==> src/rtl/lsu_wb_master.sv <==
// Wishbone B4 classic data-port master for the LSU: one single read/write per core
// request, with busy/done handshake, error pulse and an optional ack timeout watchdog.
module lsu_wb_master #(
    parameter int TIMEOUT_CYCLES = 255,
    parameter int CNT_W          = 8
) (
    input  logic        clk,
    input  logic        rst,
    input  logic        req,
    input  logic [31:0] addr,
    input  logic        we,
    input  logic [3:0]  be,
    input  logic [31:0] wdata,
    output logic        busy,
    output logic        done,
    output logic        err,
    output logic [31:0] rdata,
    output logic        wb_cyc_o,
    output logic        wb_stb_o,
    output logic        wb_we_o,
    output logic [31:0] wb_adr_o,
    output logic [3:0]  wb_sel_o,
    output logic [31:0] wb_dat_o,
    input  logic [31:0] wb_dat_i,
    input  logic        wb_ack_i,
    input  logic        wb_err_i
);

    localparam logic [1:0] S_IDLE = 2'd0;
    localparam logic [1:0] S_BUS  = 2'd1;
    localparam logic [1:0] S_SKIP = 2'd2;

    // Last counter value of a BUS cycle before the watchdog fires; unused when disabled.
    localparam logic [CNT_W-1:0] CNT_LAST = CNT_W'(TIMEOUT_CYCLES - 1);

    logic [1:0]       state_q, state_d;
    logic [CNT_W-1:0] cnt_q, cnt_d;
    logic             busy_q, busy_d;
    logic             done_q, done_d;
    logic             err_q, err_d;
    logic [31:0]      rdata_q, rdata_d;
    logic             cyc_q, cyc_d;
    logic             we_q, we_d;
    logic [31:0]      adr_q, adr_d;
    logic [3:0]       sel_q, sel_d;
    logic [31:0]      dat_q, dat_d;

    always_comb begin
        state_d = state_q;
        cnt_d   = cnt_q;
        busy_d  = busy_q;
        done_d  = 1'b0;
        err_d   = 1'b0;
        rdata_d = rdata_q;
        cyc_d   = cyc_q;
        we_d    = we_q;
        adr_d   = adr_q;
        sel_d   = sel_q;
        dat_d   = dat_q;
        unique case (state_q)
            S_IDLE: begin
                if (req) begin
                    busy_d = 1'b1;
                    if (!we || (be != 4'b0000)) begin
                        state_d = S_BUS;
                        cyc_d   = 1'b1;
                        we_d    = we;
                        adr_d   = {addr[31:2], 2'b00};
                        sel_d   = we ? be : 4'b1111;
                        dat_d   = wdata;
                    end else begin
                        // Store with an empty mask has nothing to write: complete without a bus cycle.
                        state_d = S_SKIP;
                    end
                end
            end
            S_BUS: begin
                cnt_d = cnt_q + 1'b1;
                if (wb_err_i) begin
                    err_d = 1'b1;
                    done_d = 1'b1;
                end else if (wb_ack_i) begin
                    done_d = 1'b1;
                    if (!we_q) rdata_d = wb_dat_i;
                end else if ((TIMEOUT_CYCLES != 0) && (cnt_q == CNT_LAST)) begin
                    err_d   = 1'b1;
                    done_d  = 1'b1;
                    rdata_d = 32'h0;
                end
                if (done_d) begin
                    state_d = S_IDLE;
                    cnt_d   = '0;
                    busy_d  = 1'b0;
                    cyc_d   = 1'b0;
                end
            end
            S_SKIP: begin
                state_d = S_IDLE;
                done_d  = 1'b1;
                busy_d  = 1'b0;
            end
            default: begin
                state_d = S_IDLE;
                cnt_d   = '0;
                busy_d  = 1'b0;
                cyc_d   = 1'b0;
            end
        endcase
    end

    always_ff @(posedge clk or posedge rst) begin
        if (rst) begin
            state_q <= S_IDLE;
            cnt_q   <= '0;
            busy_q  <= 1'b0;
            done_q  <= 1'b0;
            err_q   <= 1'b0;
            rdata_q <= 32'h0;
            cyc_q   <= 1'b0;
            we_q    <= 1'b0;
            adr_q   <= 32'h0;
            sel_q   <= 4'h0;
            dat_q   <= 32'h0;
        end else begin
            state_q <= state_d;
            cnt_q   <= cnt_d;
            busy_q  <= busy_d;
            done_q  <= done_d;
            err_q   <= err_d;
            rdata_q <= rdata_d;
            cyc_q   <= cyc_d;
            we_q    <= we_d;
            adr_q   <= adr_d;
            sel_q   <= sel_d;
            dat_q   <= dat_d;
        end
    end

    assign busy     = busy_q;
    assign done     = done_q;
    assign err      = err_q;
    assign rdata    = rdata_q;
    assign wb_cyc_o = cyc_q;
    assign wb_stb_o = cyc_q;
    assign wb_we_o  = we_q;
    assign wb_adr_o = adr_q;
    assign wb_sel_o = sel_q;
    assign wb_dat_o = dat_q;

endmodule
==> config.mk <==
export PLATFORM = sky130hd
export DESIGN_NAME = lsu_wb_master
export DESIGN_NICKNAME = d
export VERILOG_FILES = /design/src/rtl/lsu_wb_master.sv
export SDC_FILE = /design/constraint.sdc
export NUM_CORES = 1
export LEC_CHECK = 0
export BUFFER_PORTS_ARGS = -buffer_cell sky130_fd_sc_hd__buf_2
export CAP_MARGIN = 20
export CORE_MARGIN = 5
export CORE_UTILIZATION = 40
export CTS_CLUSTER_SIZE = 20
export DETAILED_ROUTE_END_ITERATION = 6
export PLACE_DENSITY = 0.73
export SYNTH_ARGS = -nofsm -noshare
export SYNTH_HDL_FRONTEND = slang
export SYNTH_SLANG_ARGS = --single-unit
==> constraint.sdc <==
create_clock -name clk -period 3.5 [get_ports clk]
set_input_delay 0.7 -clock clk [delete_from_list [all_inputs] [get_ports clk]]
set_output_delay 0.7 -clock clk [all_outputs]
set_load 0.01 [all_outputs]
==> flow_metrics.env, run 1 <==
export IMPL_status="completed"
export IMPL_cts_resized=0
export IMPL_setup_viol=0
export IMPL_die_w_um=116.0
export IMPL_ant_nets=0
export IMPL_slew_limit_headroom_pct=50.53
export IMPL_grt_overflow=0
export IMPL_grt_pass1_wl_um=17460
export IMPL_grt_pass1_vias=3524
export IMPL_endpoint_kind="flip-flop"
export IMPL_routabilityCongestion=0.8007
export IMPL_synth_avg_cell_area_um2=14.49
export IMPL_drc=0
export IMPL_fin_setup_tns_ns=0
export IMPL_wire_per_inst_um=16.15
export IMPL_die_y_um=116.0
export IMPL_num_rows=38
export IMPL_reg2reg_to="wb_adr_o[12]"
export IMPL_seq_area_frac_synth_pct=62.97
export IMPL_cts_path_max_buffers=2
export IMPL_crit_required_ns=3.79
export IMPL_post_place_cells=642
export IMPL_r2r_slack_ns=1.33
export IMPL_rsz0062_at_grt="no"
export IMPL_wl_um=10920
export IMPL_crit_start="state_q[0]"
export IMPL_drt_iter0_drc=98
export IMPL_slew_viol_final=0
export IMPL_synth_ff_type="dfrtp_1"
export IMPL_timing_final_crit_period_ns=2.173
export IMPL_dr_pass1_iters=4
export IMPL_fmax_mhz=460.3
export IMPL_min_period_over_period_pct=62.07
export IMPL_clock_sinks=113
export IMPL_final_hold_viol_count=0
export IMPL_tightest_slew_ns=0.7421
export IMPL_routed_via_density=4.855
export IMPL_drive_gt1_share_pct=58.21
export IMPL_post_cts_buffers=0
export IMPL_worst_path_max_fanout=57
export IMPL_powerDensity_nw_per_um2=859.8
export IMPL_dieArea_um2=13450
export IMPL_crit_type="reg2reg"
export IMPL_dp_hpwl_um=7992
export IMPL_critPathLaunchType="flip-flop"
export IMPL_antenna_found_initial=0
export IMPL_track_usage_pct=16.81
export IMPL_final_nets=634
export IMPL_vias=3282
export IMPL_final_cells=676
export IMPL_p_leak_nw=3.102
export IMPL_syn_to_final_growth_pct=37.89
export IMPL_netlist_area_um2=4491
export IMPL_clk_pin_slew_ns=0.06
export IMPL_maxCapViolations=0
export IMPL_yosysWarnings=0
export IMPL_io_buffers=207
export IMPL_async_flop_share_pct=100.0
export IMPL_synth_distinct_cells=40
export IMPL_hold_slack_ns=0.4823
export IMPL_cts_buffers=17
export IMPL_worst_r2r_path_depth=6
export IMPL_start_util_pct=41.06
export IMPL_syn_inst=310
export IMPL_p_total_mw=5.324
export IMPL_cts_root_buf="clkbuf_16"
export IMPL_synth_edf_count=0
export IMPL_cts_tree="yes"
export IMPL_r2r_start="state_q[0]"
export IMPL_io_pins=212
export IMPL_crit_end="wb_adr_o[12]"
export IMPL_ys_seq_elements=113
export IMPL_ir_drop_mv=0.5139
export IMPL_grt_max_degree=61
export IMPL_hp_class="reg2reg"
export IMPL_core_um2=10940
export IMPL_hold_buffers=0
export IMPL_clk_insertion_delay_late_ns=0.40
export IMPL_h_tree_depth=4
export IMPL_finalClockSkew_ns=0.008656
export IMPL_diodes=0
export IMPL_cp_arrival_ns=2.46
==> flip-flops by register name, indices dropped and copies added, names as in the netlist <==
| name | count |
|---|---|
| done | 1 |
| wb_we_o | 1 |
| state_q | 2 |
| wb_sel_o | 4 |
| cnt_q | 8 |
| busy | 1 |
| wb_adr_o | 30 |
| err | 1 |
| wb_dat_o | 32 |
| rdata | 32 |
| wb_cyc_o | 1 |
==> per-layer routing <==
metal / vias to the layer above / GRT usage, % / wire, um
li1: 1530 / - / -
met1: 1590 / 19.88 / 4359
met2: 149 / 26.28 / 5121
met3: 13 / 8.512 / 1264
met4: 0 / 6.497 / 171
met5: - / 0 / 0
==> final cells by class <==
class | count | area, um2
fillers | 917 | 4743
flip-flops and latches | 113 | 2828
multi-input cells | 168 | 1484
repair buffers | 212 | 1114
clock buffers | 18 | 429.2
well taps | 140 | 175.2
clock inverters | 14 | 117.6
inverters | 11 | 45.04
==> synthesized netlist by cell type, types with 2 or more instances <==
cell,count,area (um2)
a21o_1,2,15.01
o21ai_1,2,10.01
a31oi_1,2,12.51
a21oi_1,5,25.02
o21ai_0,2,10.01
mux2_2,60,675.7
dfrtp_1,113,2828
inv_1,11,41.29
buf_2,5,25.02
and2_1,2,12.51
xnor2_1,2,17.52
nand2_1,7,26.28
buf_6,4,45.04
nor3_2,2,20.02
nor2_1,13,48.80
o31ai_1,2,15.01
nand3_1,4,20.02
buf_4,9,67.56
nor3_1,2,10.01
ha_1,5,62.56
mux2_1,4,45.04
a22o_1,34,297.8
==> critical path, stage by stage (launching register included) <==
cell and delay, ns:
dfrtp_1 0.40, inv_1 0.09, ha_1 0.21, nand2_1 0.14, a21oi_4 0.45, buf_12 0.34
mux2_2 0.38
==> kinds of logic (layout without fill, tap and decap cells) <==
kind of cell             after synthesis  in the layout  share of synthesized area (%)
AO/OA/AOI/OAI                         57             57                          10.31
XOR/XNOR                               2              2                         0.3902
buffers and inverters                 30            255                          4.068
flip-flops                           113            113                          62.97
AND/OR/NAND/NOR                       38             38                          4.737
other                                  1              2                        0.08351
adder cells (fa/ha/maj)                5              5                          1.393
multiplexers                          64             64                          16.05
==> cell usage in the layout (no fill, tap or decap), drive strengths merged, types with 2 or more instances in the layout <==
| cell type | instances |
|---|---|
| nor3 | 4 |
| clkinvlp | 7 |
| a31oi | 2 |
| mux2 | 64 |
| nor2 | 13 |
| o21ai | 5 |
| nand2 | 7 |
| o31ai | 2 |
| dfrtp | 113 |
| conb | 2 |
| a22o | 34 |
| clkinv | 6 |
| ha | 5 |
| nor2b | 2 |
| a21o | 2 |
| buf | 212 |
| and2 | 2 |
| nor4 | 2 |
| clkbuf | 18 |
| inv | 11 |
| a21oi | 6 |
| nand3 | 4 |
| xnor2 | 2 |
==> worst min-delay path by stage <==
stage / depth (start not counted) / from / endpoint
after floorplan: 1 / state_q[0] / state_q[0]
after global placement: 1 / wb_dat_o[6] / wb_dat_o[6]
after detailed placement: 1 / wb_adr_o[15] / wb_adr_o[15]
after CTS: 1 / wb_adr_o[15] / wb_adr_o[15]
after global routing: 2 / addr[5] / wb_adr_o[5]
final: 1 / wb_adr_o[15] / wb_adr_o[15]
==> metrics by stage <==
stage                     cell area, um2  setup slack [ns]  utilization (%)
final                               6192             1.327            56.62
after global routing                6192             1.160            56.62
after CTS                           6150             1.232            56.24
after detailed placement            5603             1.134            51.24
after global placement              5603             1.178            51.24
after floorplan                     4498             1.429                -
==> power breakdown <==
group          total [mW]  internal [mW]  switching [mW]
sequential           2.09           1.82           0.264
clock                1.57          0.968           0.600
combinational        1.67          0.843           0.825
Note: power is estimated with default switching activity, not from simulation.
==> run 2, diff against run 1 <==
Settings changed: PLACE_DENSITY 0.73 to 0.7.
Clock period 3.5 ns to 2.18 ns, I/O delays scaled along.
==> flow_metrics.env, run 2 (synthesized netlist as in run 1, its figures left out) <==
export IMPL_status="completed"
export IMPL_r2r_slack_ns=0.32
export IMPL_clk_pin_slew_ns=0.05
export IMPL_critPathBufInv=2
export IMPL_reg2reg_to="wb_adr_o[27]"
export IMPL_finalClockSkew_ns=0.007867
export IMPL_final_common_cell="buf_2"
export IMPL_final_hold_viol_count=0
export IMPL_clk_insertion_delay_late_ns=0.41
export IMPL_io_buffers=207
export IMPL_syn_to_final_growth_pct=39.65
export IMPL_min_period_over_period_pct=85.50
export IMPL_core_um2=10940
export IMPL_die_y_um=116.0
export IMPL_dp_hpwl_um=8259
export IMPL_fmax_mhz=536.5
export IMPL_wl_um=11350
export IMPL_diodes=0
export IMPL_cts_buffers=17
export IMPL_grt_pass1_vias=3683
export IMPL_crit_path_top_delay_cell="dfrtp_1"
export IMPL_r2r_start="state_q[0]"
export IMPL_hp_class="in2async"
export IMPL_grt_overflow=0
export IMPL_p_total_mw=8.899
export IMPL_path_cells="inv_1 -> ha_1 -> nand2_1 -> a21oi_4 -> buf_12 -> mux2_2"
export IMPL_p_leak_nw=3.155
export IMPL_dieArea_um2=13450
export IMPL_wire_per_inst_um=16.74
export IMPL_num_rows=38
export IMPL_slowest_delay_ns=0.40
export IMPL_start_util_pct=41.06
export IMPL_hold_slack_ns=0.1568
export IMPL_drt_iter0_drc=152
export IMPL_cp_arrival_ns=2.15
export IMPL_critPathLaunchType="flip-flop"
export IMPL_ant_nets=0
export IMPL_grt_pass1_wl_um=18290
export IMPL_routabilityCongestion=0.7818
export IMPL_final_nets=636
export IMPL_clock_sinks=113
export IMPL_vias=3338
export IMPL_rsz0062_at_grt="no"
export IMPL_io_pins=212
export IMPL_h_tree_depth=4
export IMPL_crit_type="reg2reg"
export IMPL_antenna_found_initial=0
export IMPL_pre_cts_ws_ns=0.03791
export IMPL_grt_max_degree=84
export IMPL_cts_tree="yes"
export IMPL_fillCellCount=896
export IMPL_drc=0
export IMPL_slew_viol_final=0
export IMPL_ir_drop_mv=0.9735
export IMPL_regArea_um2=2828
export IMPL_layout_common_cells="buf_2, dfrtp_1, mux2_2"
export IMPL_post_dp_cell_area_um2=5653
export IMPL_die_w_um=116.0
export IMPL_multi_input_area_um2=1485
export IMPL_setup_ws_ns=0.3161
export IMPL_dr_pass1_iters=4
export IMPL_fin_setup_tns_ns=0
export IMPL_worst_r2r_path_depth=6
export IMPL_cts_path_max_buffers=2
export IMPL_crit_required_ns=2.47
export IMPL_setup_viol=0
export IMPL_cts_root_buf="clkbuf_16"
export IMPL_maxCapViolations=0
export IMPL_design_area_um2=6271
export IMPL_track_usage_pct=17.78
export IMPL_cp_top_family="flip-flops"
export IMPL_tightest_slew_ns=0.6007
export IMPL_worst_path_max_fanout=52
export IMPL_endpoint_kind="flip-flop"
export IMPL_slew_limit_headroom_pct=59.95
export IMPL_powerDensity_nw_per_um2=1419
export IMPL_routed_via_density=4.923
export IMPL_hold_buffers=0
export IMPL_drive_gt1_share_pct=58.36
export IMPL_timing_final_crit_period_ns=1.864
## run 2: changes by cell type in the layout (fill, tap and decap cells not counted), sizes merged
cell / before / now
bufinv: 1 / 3
clkbuf: 18 / 23
inv: 11 / 10
buf: 212 / 214
clkinv: 6 / 4
clkinvlp: 7 / 3
## run 2: worst min-delay path: stages
cell        delay (ns)
buf_2             0.11
clkinvlp_4        0.08
buf_12            0.34
## run 2: layout make-up
type,count,share of cell area [%]
multi-input combinational,168,23.68
clock inverter,9,2.055
clock buffer,23,7.781
sequential,113,45.09
timing repair buffer,214,17.88
inverter,11,0.7183
tap,140,2.793
## run 2: report_power, final
group / leakage, nW / switching, mW / internal [mW] / total (mW)
Clock: 0.299 / 0.920 / 1.91 / 2.83
Combinational: 1.49 / 1.35 / 1.36 / 2.71
Sequential: 1.36 / 0.429 / 2.93 / 3.36
Total: 3.16 / 2.70 / 6.20 / 8.90
## run 2: how the worst max path moves through the flow
stage,start,to,slack (ns),cells past startpoint
4_1_cts,state_q[0],wb_adr_o[23],0.32,6
3_5_place_dp,state_q[1],rdata[22],0.04,5
2_1_floorplan,rst,busy,0.37,1
6_report,state_q[0],wb_adr_o[27],0.32,6
3_3_place_gp,cnt_q[0],rdata[22],0.05,6
5_1_grt,state_q[1],wb_adr_o[27],0.21,6
## run 2: per-stage QoR
step,utilization (%),cells
after floorplan,-,311
after global placement,51.56,645
after detailed placement,51.69,646
after CTS,57.35,678
after global routing,57.35,678
final,57.35,678
## run 2: what timing repair did
| action | CTS | global route |
|---|---|---|
| endpoints found under the setup margin | 1 | 0 |
| gates resized for setup | 1 | 0 |
| setup buffers | 0 | 0 |
## run 2: routing by layer
metal,wire length (um),global-route usage [%],part of all wire [%]
met5,0,0,0
met4,106,5.800,0.93
met3,1456,10.55,13
met2,5336,27.77,47
met1,4450,20.50,39
==> run 3, diff against run 2 <==
Settings changed: CELL_PAD_IN_SITES_DETAIL_PLACEMENT set to 1, CELL_PAD_IN_SITES_GLOBAL_PLACEMENT set to 2, CORE_UTILIZATION 40 to 30, CTS_BUF_LIST set to sky130_fd_sc_hd__clkbuf_4, GPL_TIMING_DRIVEN set to 0, PLACE_DENSITY 0.7 to unset, PLACE_DENSITY_LB_ADDON set to 0.1.
==> flow_metrics.env, run 3 (synthesized netlist as in run 1, its figures left out) <==
export IMPL_drt_iter0_drc=102
export IMPL_wl_um=13050
export IMPL_p_sw_share_pct=32.19
export IMPL_grt_overflow=0
export IMPL_cts_path_max_buffers=2
export IMPL_rsz0062_at_grt="no"
export IMPL_h_tree_depth=4
export IMPL_clk_insertion_delay_late_ns=0.52
export IMPL_cts_buffers=17
export IMPL_die_y_um=132.3
export IMPL_cp_arrival_ns=2.36
export IMPL_final_common_cell="buf_2"
export IMPL_io_pins=212
export IMPL_timing_final_crit_period_ns=1.962
export IMPL_seq_power_share_pct=41.3
export IMPL_drc=0
export IMPL_fmax_mhz=509.6
export IMPL_dr_pass1_iters=4
export IMPL_io_buffers=207
export IMPL_setup_ws_ns=0.2176
export IMPL_routed_via_density=4.619
export IMPL_p_leak_nw=3.129
export IMPL_core_um2=14590
export IMPL_drive_gt1_share_pct=59.03
export IMPL_p_total_mw=8.065
export IMPL_setup_viol=0
export IMPL_ir_drop_mv=0.4539
export IMPL_layout_common_cells="buf_2, dfrtp_1, mux2_2"
export IMPL_cts_resized=0
export IMPL_ant_nets=0
export IMPL_vias=3423
export IMPL_num_rows=44
export IMPL_intPower_mw=5.469
export IMPL_die_w_um=132.3
export IMPL_powerDensity_nw_per_um2=1301
export IMPL_clk_pin_slew_ns=0.10
export IMPL_syn_to_final_growth_pct=38.06
export IMPL_finalClockSkew_ns=0.01110
export IMPL_antenna_found_initial=3
export IMPL_maxCapViolations=0
export IMPL_final_nets=652
export IMPL_track_usage_pct=15.01
export IMPL_hp_class="in2reg"
export IMPL_routabilityCongestion=0.7416
export IMPL_min_period_over_period_pct=90.02
export IMPL_pwr_share_clk_pct=24.2
export IMPL_pre_cts_ws_ns=0.1781
export IMPL_grt_max_degree=39
export IMPL_grt_pass1_vias=3851
export IMPL_start_util_pct=30.78
export IMPL_cts_tree="yes"
export IMPL_slew_viol_final=0
export IMPL_wire_per_inst_um=17.61
export IMPL_post_cts_buffers=0
export IMPL_p_sw_mw=2.596
export IMPL_dieArea_um2=17520
export IMPL_dp_hpwl_um=10080
export IMPL_clock_sinks=113
export IMPL_cts_root_buf="clkbuf_4"
export IMPL_grt_pass1_wl_um=20730
export IMPL_critPathLaunchType="flip-flop"
export IMPL_final_hold_viol_count=0
export IMPL_worst_path_max_fanout=10
export IMPL_combPwrFrac_pct=34.5
export IMPL_endpoint_kind="flip-flop"
export IMPL_crit_required_ns=2.58
export IMPL_crit_type="reg2reg"
export IMPL_status="completed"
-- run 3: cell count changes in the layout (fill, tap and decap cells not counted), sizes merged --
cell         previous run  this run
clkinv                  4         6
bufinv                  3         6
clkbuf                 23        20
buf                   214       228
diode                   0         3
clkinvlp                3         2
dlygate4sd3             0         1
-- run 3: power by group through the flow --
stage | Sequential, mW | Combinational (mW) | Clock, mW
CTS | 3.35 | 2.87 | 2.02
global route | 3.45 | 3.04 | 2.12
detailed placement | 3.38 | 2.85 | 0
floorplan | 3.76 | 1.13 | 0
finish | 3.33 | 2.78 | 1.95
global placement | 3.33 | 2.81 | 0
-- run 3: per-layer routing --
layer	global-route usage, %	vias to the layer above	wire, um
li1	-	1575	-
met1	16.77	1680	5105
met2	23.21	147	6136
met3	8.931	21	1553
met4	6.335	0	256
met5	0	-	0
-- run 3: what timing repair did --
action                                  in CTS  in global routing
hold endpoints to repair                    17                  0
hold buffers                                 1                  0
endpoints found under the setup margin       0                  0
-- run 3: final timing paths --
kind | startpoint | end | slack (ns) | depth (start not counted)
worst max-delay path | state_q[0] | wb_adr_o[10] | 0.22 | 6
worst min-delay path | wdata[5] | wb_dat_o[5] | 0.13 | 2
worst max register to register | state_q[0] | wb_adr_o[10] | 0.22 | 6
worst min register to register | wb_dat_o[5] | wb_dat_o[5] | 0.49 | 1
max in group asynchronous | rst | wb_dat_o[19] | 0.98 | 5
min in group asynchronous | rst | rdata[15] | 0.48 | 3
-- run 3: stage by stage --
| step | TNS, ns | cell area (um2) | hold slack, ns | instances | util, % |
|---|---|---|---|---|---|
| floorplan | 0 | 4498 | 0.4939 | 311 | - |
| global placement | -52.50 | 5764 | 0.4631 | 702 | 39.51 |
| detailed placement | 0 | 5824 | 0.4710 | 705 | 39.92 |
| CTS | 0 | 6192 | 0.06844 | 738 | 42.44 |
| global route | 0 | 6200 | 0.06243 | 741 | 42.50 |
| finish | 0 | 6200 | 0.1319 | 741 | 42.50 |
-- run 3: critical path, cell delays in order (launching register included) --
cell and delay [ns]:
dfrtp_1 0.42, inv_1 0.09, ha_1 0.23, nand2_1 0.15
a21oi_4 0.29, buf_2 0.30, mux2_2 0.36
-- run 3: final cells by class --
type,count,area [um2]
diodes,3,7.507
plain buffers,19,141.4
clock buffers,19,142.6
flip-flops and latches,113,2828
multi-input cells,168,1484
well taps,184,230.2
repair buffers,211,1106
fillers,1628,8389
clock inverters,13,215.2
inverters,11,45.04
